## src/rtl/subleq_pkg.sv

```systemverilog
// subleq_pkg: shared types and constants for the SUBLEQ sequencer
package subleq_pkg;
  localparam int DATA_W = 8;
  localparam logic [7:0] OFF_A = 8'd0;
  localparam logic [7:0] OFF_B = 8'd1;
  localparam logic [7:0] OFF_C = 8'd2;
  localparam logic [7:0] INSTR_LEN = 8'd3;
  typedef enum logic [2:0] {IDLE, F_A, F_B, F_C, R_A, R_B, WB, HALT} state_t;
endpackage

```

## src/rtl/subleq_ctrl_subtract8.sv

```systemverilog
// subtract8: 8-bit two's complement subtract with a no-overflow flag
module subtract8 (
  input  logic [7:0] ina,
  input  logic [7:0] inb,
  output logic [7:0] out,
  output logic       val
);
  assign out = ina - inb;
  assign val = ~((ina[7] ^ inb[7]) & (out[7] ^ ina[7]));
endmodule

```

## src/rtl/subleq_ctrl.sv

```systemverilog
// subleq_ctrl: fetch/read/write-back sequencer for the 8-bit SUBLEQ machine
module subleq_ctrl
  import subleq_pkg::*;
#(
  parameter logic [7:0] START_PC  = 8'h00,
  parameter logic [7:0] HALT_ADDR = 8'hFF,
  parameter int         CNT_W     = 16
) (
  input  logic              clk,
  input  logic              rst,
  input  logic              start,
  output logic [7:0]        mem_addr,
  input  logic [DATA_W-1:0] mem_rdata,
  output logic              mem_we,
  output logic [DATA_W-1:0] mem_wdata,
  output logic              busy,
  output logic              done,
  output logic              ovf,
  output logic [7:0]        pc,
  output logic [CNT_W-1:0]  instr_cnt
);
  state_t state, state_n;
  logic [7:0] a_ptr, b_ptr, c_ptr;
  logic [DATA_W-1:0] a_val, diff;
  logic val, leq;
  subtract8 u_sub (.ina(mem_rdata), .inb(a_val), .out(diff), .val(val));
  // sign of the true result: an overflowed difference has its sign bit inverted
  assign leq  = (diff == '0) || (val ? diff[7] : ~diff[7]);
  assign busy = (state != IDLE) && (state != HALT);
  assign done = state == HALT;
  always_comb begin
    state_n   = state;
    mem_addr  = 8'h00;
    mem_we    = 1'b0;
    mem_wdata = '0;
    case (state)
      IDLE, HALT: state_n = start ? F_A : state;
      F_A: begin
        mem_addr = pc + OFF_A;
        state_n  = F_B;
      end
      F_B: begin
        mem_addr = pc + OFF_B;
        state_n  = F_C;
      end
      F_C: begin
        mem_addr = pc + OFF_C;
        state_n  = R_A;
      end
      R_A: begin
        mem_addr = a_ptr;
        state_n  = R_B;
      end
      R_B: begin
        mem_addr = b_ptr;
        state_n  = WB;
      end
      WB: begin
        mem_addr  = b_ptr;
        mem_we    = ~rst;
        mem_wdata = diff;
        state_n   = (leq && c_ptr == HALT_ADDR) ? HALT : F_A;
      end
      default: state_n = IDLE;
    endcase
  end
  always_ff @(posedge clk) begin
    if (rst) begin
      state     <= IDLE;
      pc        <= START_PC;
      ovf       <= 1'b0;
      instr_cnt <= '0;
      a_ptr     <= '0;
      b_ptr     <= '0;
      c_ptr     <= '0;
      a_val     <= '0;
    end else begin
      state <= state_n;
      if ((state == IDLE || state == HALT) && start) begin
        pc        <= START_PC;
        ovf       <= 1'b0;
        instr_cnt <= '0;
      end
      if (state == F_B) a_ptr <= mem_rdata;
      if (state == F_C) b_ptr <= mem_rdata;
      if (state == R_A) c_ptr <= mem_rdata;
      if (state == R_B) a_val <= mem_rdata;
      if (state == WB) begin
        instr_cnt <= instr_cnt + 1'b1;
        ovf       <= ovf | ~val;
        pc        <= leq ? c_ptr : pc + INSTR_LEN;
      end
    end
  end
endmodule

```

## config.mk

```make
export PLATFORM = sky130hd
export DESIGN_NAME = subleq_ctrl
export DESIGN_NICKNAME = d
export VERILOG_FILES = /design/src/rtl/subleq_pkg.sv /design/src/rtl/subleq_ctrl_subtract8.sv /design/src/rtl/subleq_ctrl.sv
export SDC_FILE = /design/constraint.sdc
export NUM_CORES = 1
export LEC_CHECK = 0
export CAP_MARGIN = 15
export CORE_ASPECT_RATIO = 1.2
export CORE_UTILIZATION = 45
export DETAILED_ROUTE_END_ITERATION = 8
export GPL_TIMING_DRIVEN = 0
export HOLD_SLACK_MARGIN = 0.08
export PLACE_DENSITY = 0.77
export SYNTH_ARGS = -nofsm -noshare
export SYNTH_HDL_FRONTEND = slang
export SYNTH_SLANG_ARGS = --single-unit
```

## constraint.sdc

```tcl
create_clock -name clk -period 3.6 [get_ports clk]
set_clock_uncertainty 0.05 [all_clocks]
set_input_delay 0.72 -clock clk [delete_from_list [all_inputs] [get_ports clk]]
set_output_delay 0.72 -clock clk [all_outputs]
set_load 0.1 [all_outputs]
```

==> results_dict.tcl <==
set metrics [dict create \
    cts-root-buf "clkbuf_8" \
    yosys_warnings 0 \
    cts_hold_buf 0 \
    grt_pass1_vias 3475 \
    final_hold_viol_count 0 \
    cts_tree "done" \
    ys_seq_elements 60 \
    syn_to_final_growth_pct 26.42 \
    worst_pin_slew_ns 0.9819 \
    initial_core_util_pct 46.11 \
    ys_seq_area_share_pct 33.99 \
    grt_pass1_wl_mm 16.24 \
    finalSetupTns_ns -0.07073 \
    grt_max_degree 11 \
    total_power_w 0.001642 \
    fp.dieH_um 99.07 \
    layout-drive-gt1-share_pct 13.46 \
    clkSinkCount 60 \
    route.detailed.drc 0 \
    place.gp.congestion 0.9096 \
    leakage_nw 1.646 \
    post-route-util_pct 58.29 \
    ir_worst_vdd_mv 0.2555 \
    critPathRequiredTime_ns 2.83 \
    port_buffers 53 \
    wl_per_cell_um 16.03 \
    clk_pin_slew_worst_paths_ns 0.06 \
    fin_area_um2 4467 \
    netlist_instances 464 \
    core_area_um2 7664 \
    drt-initial-drc-count 263 \
    powerDensity_nw_per_um2 367.5 \
    grt_overflow 0 \
    fin_nets 556 \
    min_path_type "register to register" \
    failed_checks "negative setup slack" \
    num_antenna_cells 0 \
    status "complete, but fails checks" \
    cp_max_fo 5 \
    synth-xor-area-share_pct 2.727 \
    period_needed_ns 3.671 \
    clk_latency_ns 0.34 \
    syn_area_um2 3533 \
    synth_area_per_cell_um2 7.615 \
    maxSlewHeadroom_pct 34.33 \
    synth_edf_count 0 \
    vias 3695 \
    ant_nets 0 \
    setup_violations 1 \
    ys_dominant_reg_cell "dfxtp_1" \
    cp.arrival_ns 2.90 \
    synth_top_family_by_area "simple AND/OR/NAND/NOR gates" \
    ios 55 \
    final_max_slew_viol_count 0 \
    cts_made_buffers 9 \
    synthTopCellsByArea "dfxtp_1, nand2_1, a21oi_1" \
    synth_compound_area_share_pct 22.13 \
    rsz0062_at_grt "yes" \
    synth.area.mux_share_pct 4.285 \
    vias_per_cell 5.893 \
    synthArstFlopShare_pct 0 \
    die-area_um2 8212 \
    track_usage_pct 24.47 \
    yosysTopAreaCellShare_pct 33.99 \
    maxCapViolations 0 \
    synth_top_area_cell "dfxtp_1" \
    synthSimpleGateAreaFrac_pct 26.27 \
    dr.pass1.iters 5 \
    syn_nets 490 \
    timing.final.ws_setup_ns -0.07073 \
    h-tree-depth 3 \
    fin_worst_hold_slack_ns 0.4064 \
    period_share_pct 102.0 \
    start_kind "input pin" \
    crit_path_end_kind "primary output" \
    wl_mm 10.05 \
    max_freq_mhz 272.4 \
    cts_max_path_buffers 2 \
    place_area_um2 4212 \
    synth.distinct_cells 57 \
    place_hpwl_mm 7.273 \
    rows 35 \
    antenna_found_initial 0 \
    crit_type "input pin to primary output" \
    yosys.area_share.adder_pct 5.737 \
    die_w_um 82.89 \
]
[worst max-delay path, stage by stage]
cell and delay (ns):
clkdlybuf4s15_2 0.28, ha_4 0.30, o21ai_1 0.16, a21oi_2 0.06
o31a_1 0.27, nor2_1 0.10, nor2_1 0.06, nor2_2 0.13
fa_2 0.51, nor2_4 0.15, buf_12 0.18
[where the power goes]
part           leakage [nW]  internal, W  switching [W]
sequential            0.484     0.000676     0.00000863
combinational          1.05    0.0000824       0.000207
clock                 0.113     0.000405       0.000262
[state kept, by name, summed over array words and instances, names as in the netlist]
name / count
a_ptr: 8
a_val: 8
b_ptr: 8
c_ptr: 8
instr_cnt: 16
ovf: 1
pc: 8
state: 3
[worst paths after layout]
| check | cells past startpoint | slack (ns) | end | start |
|---|---|---|---|---|
| max reg2reg | 14 | 0.53 | pc[1] | a_val[1] |
| min | 2 | 0.41 | b_ptr[0] | b_ptr[0] |
| min reg2reg | 2 | 0.41 | b_ptr[0] | b_ptr[0] |
| max | 11 | -0.07 | mem_wdata[7] | mem_rdata[2] |
[Yosys cell counts, drive strengths merged, types with 5 or more instances]
master	instances
ha	13
clkbuf	19
nor3	8
o21a	5
a22oi	5
nand4	6
mux2i	14
inv	15
nor2	58
buf	7
dfxtp	60
nand3	30
nand2	70
or2	5
a31oi	9
a211oi	5
a221oi	7
and3	6
o21ai	28
a21oi	46
xor2	9
[stage by stage]
step                      worst slack, ns  std cells
after floorplan                  0.008799        464
after global placement             -1.467        609
after detailed placement           -1.497        609
after CTS                         -0.1616        625
after global routing              -0.1142        627
final                            -0.07073        627
[placed cells by master, fill, tap and decap left out, types with 4 or more instances in the layout]
cell / count
nand3_1: 30
and3_1: 6
a21oi_2: 6
clkbuf_1: 20
a311oi_1: 4
clkbuf_2: 6
nor2_2: 4
a22oi_1: 5
o21a_1: 4
o21ai_0: 24
clkdlybuf4s50_1: 31
a221oi_1: 7
clkbuf_8: 10
mux2i_1: 14
buf_4: 6
clkdlybuf4s15_2: 8
xor2_1: 8
dfxtp_1: 60
a31oi_1: 9
nor3_1: 6
dlygate4sd2_1: 4
inv_1: 15
ha_1: 10
nand4_1: 6
nand2_1: 69
or2_2: 4
a21oi_1: 40
nor2_1: 53
[timing repair]
action / in CTS / in global routing
setup buffers: 0 / 2
gates resized for setup: 58 / 17
endpoints found under the setup margin: 26 / 17
pin swaps: 1 / 2
[cell type report]
cell class | instances | area [µm²]
inverters | 16 | 60.06
fillers | 703 | 3197
flip-flops and latches | 60 | 1201
clock buffers | 11 | 141.4
repair buffers | 55 | 525.5
well taps | 92 | 115.1
clock inverters | 5 | 75.07
multi-input cells | 362 | 2237
plain buffers | 26 | 111.4
[routing by layer]
metal	share of wire, %	GRT usage, %	up-vias
met2	48	40.98	153
met1	42	28.78	1735
li1	-	-	1778
met3	5.7	4.941	29
met4	3.8	14.99	0
met5	0	0	-
[cell families (layout without fill, tap and decap cells)]
kind of cell               after synthesis  in the layout
AOI/OAI and AO/OA                      121            121
xor gates and xnor gates                11             11
adders and majority gates               15             15
buffers and inverters                   42            113
DFF                                     60             60
muxes                                   15             15
and+or+nand+nor                        200            200
No activity file was read; power rests on OpenSTA's default activity.
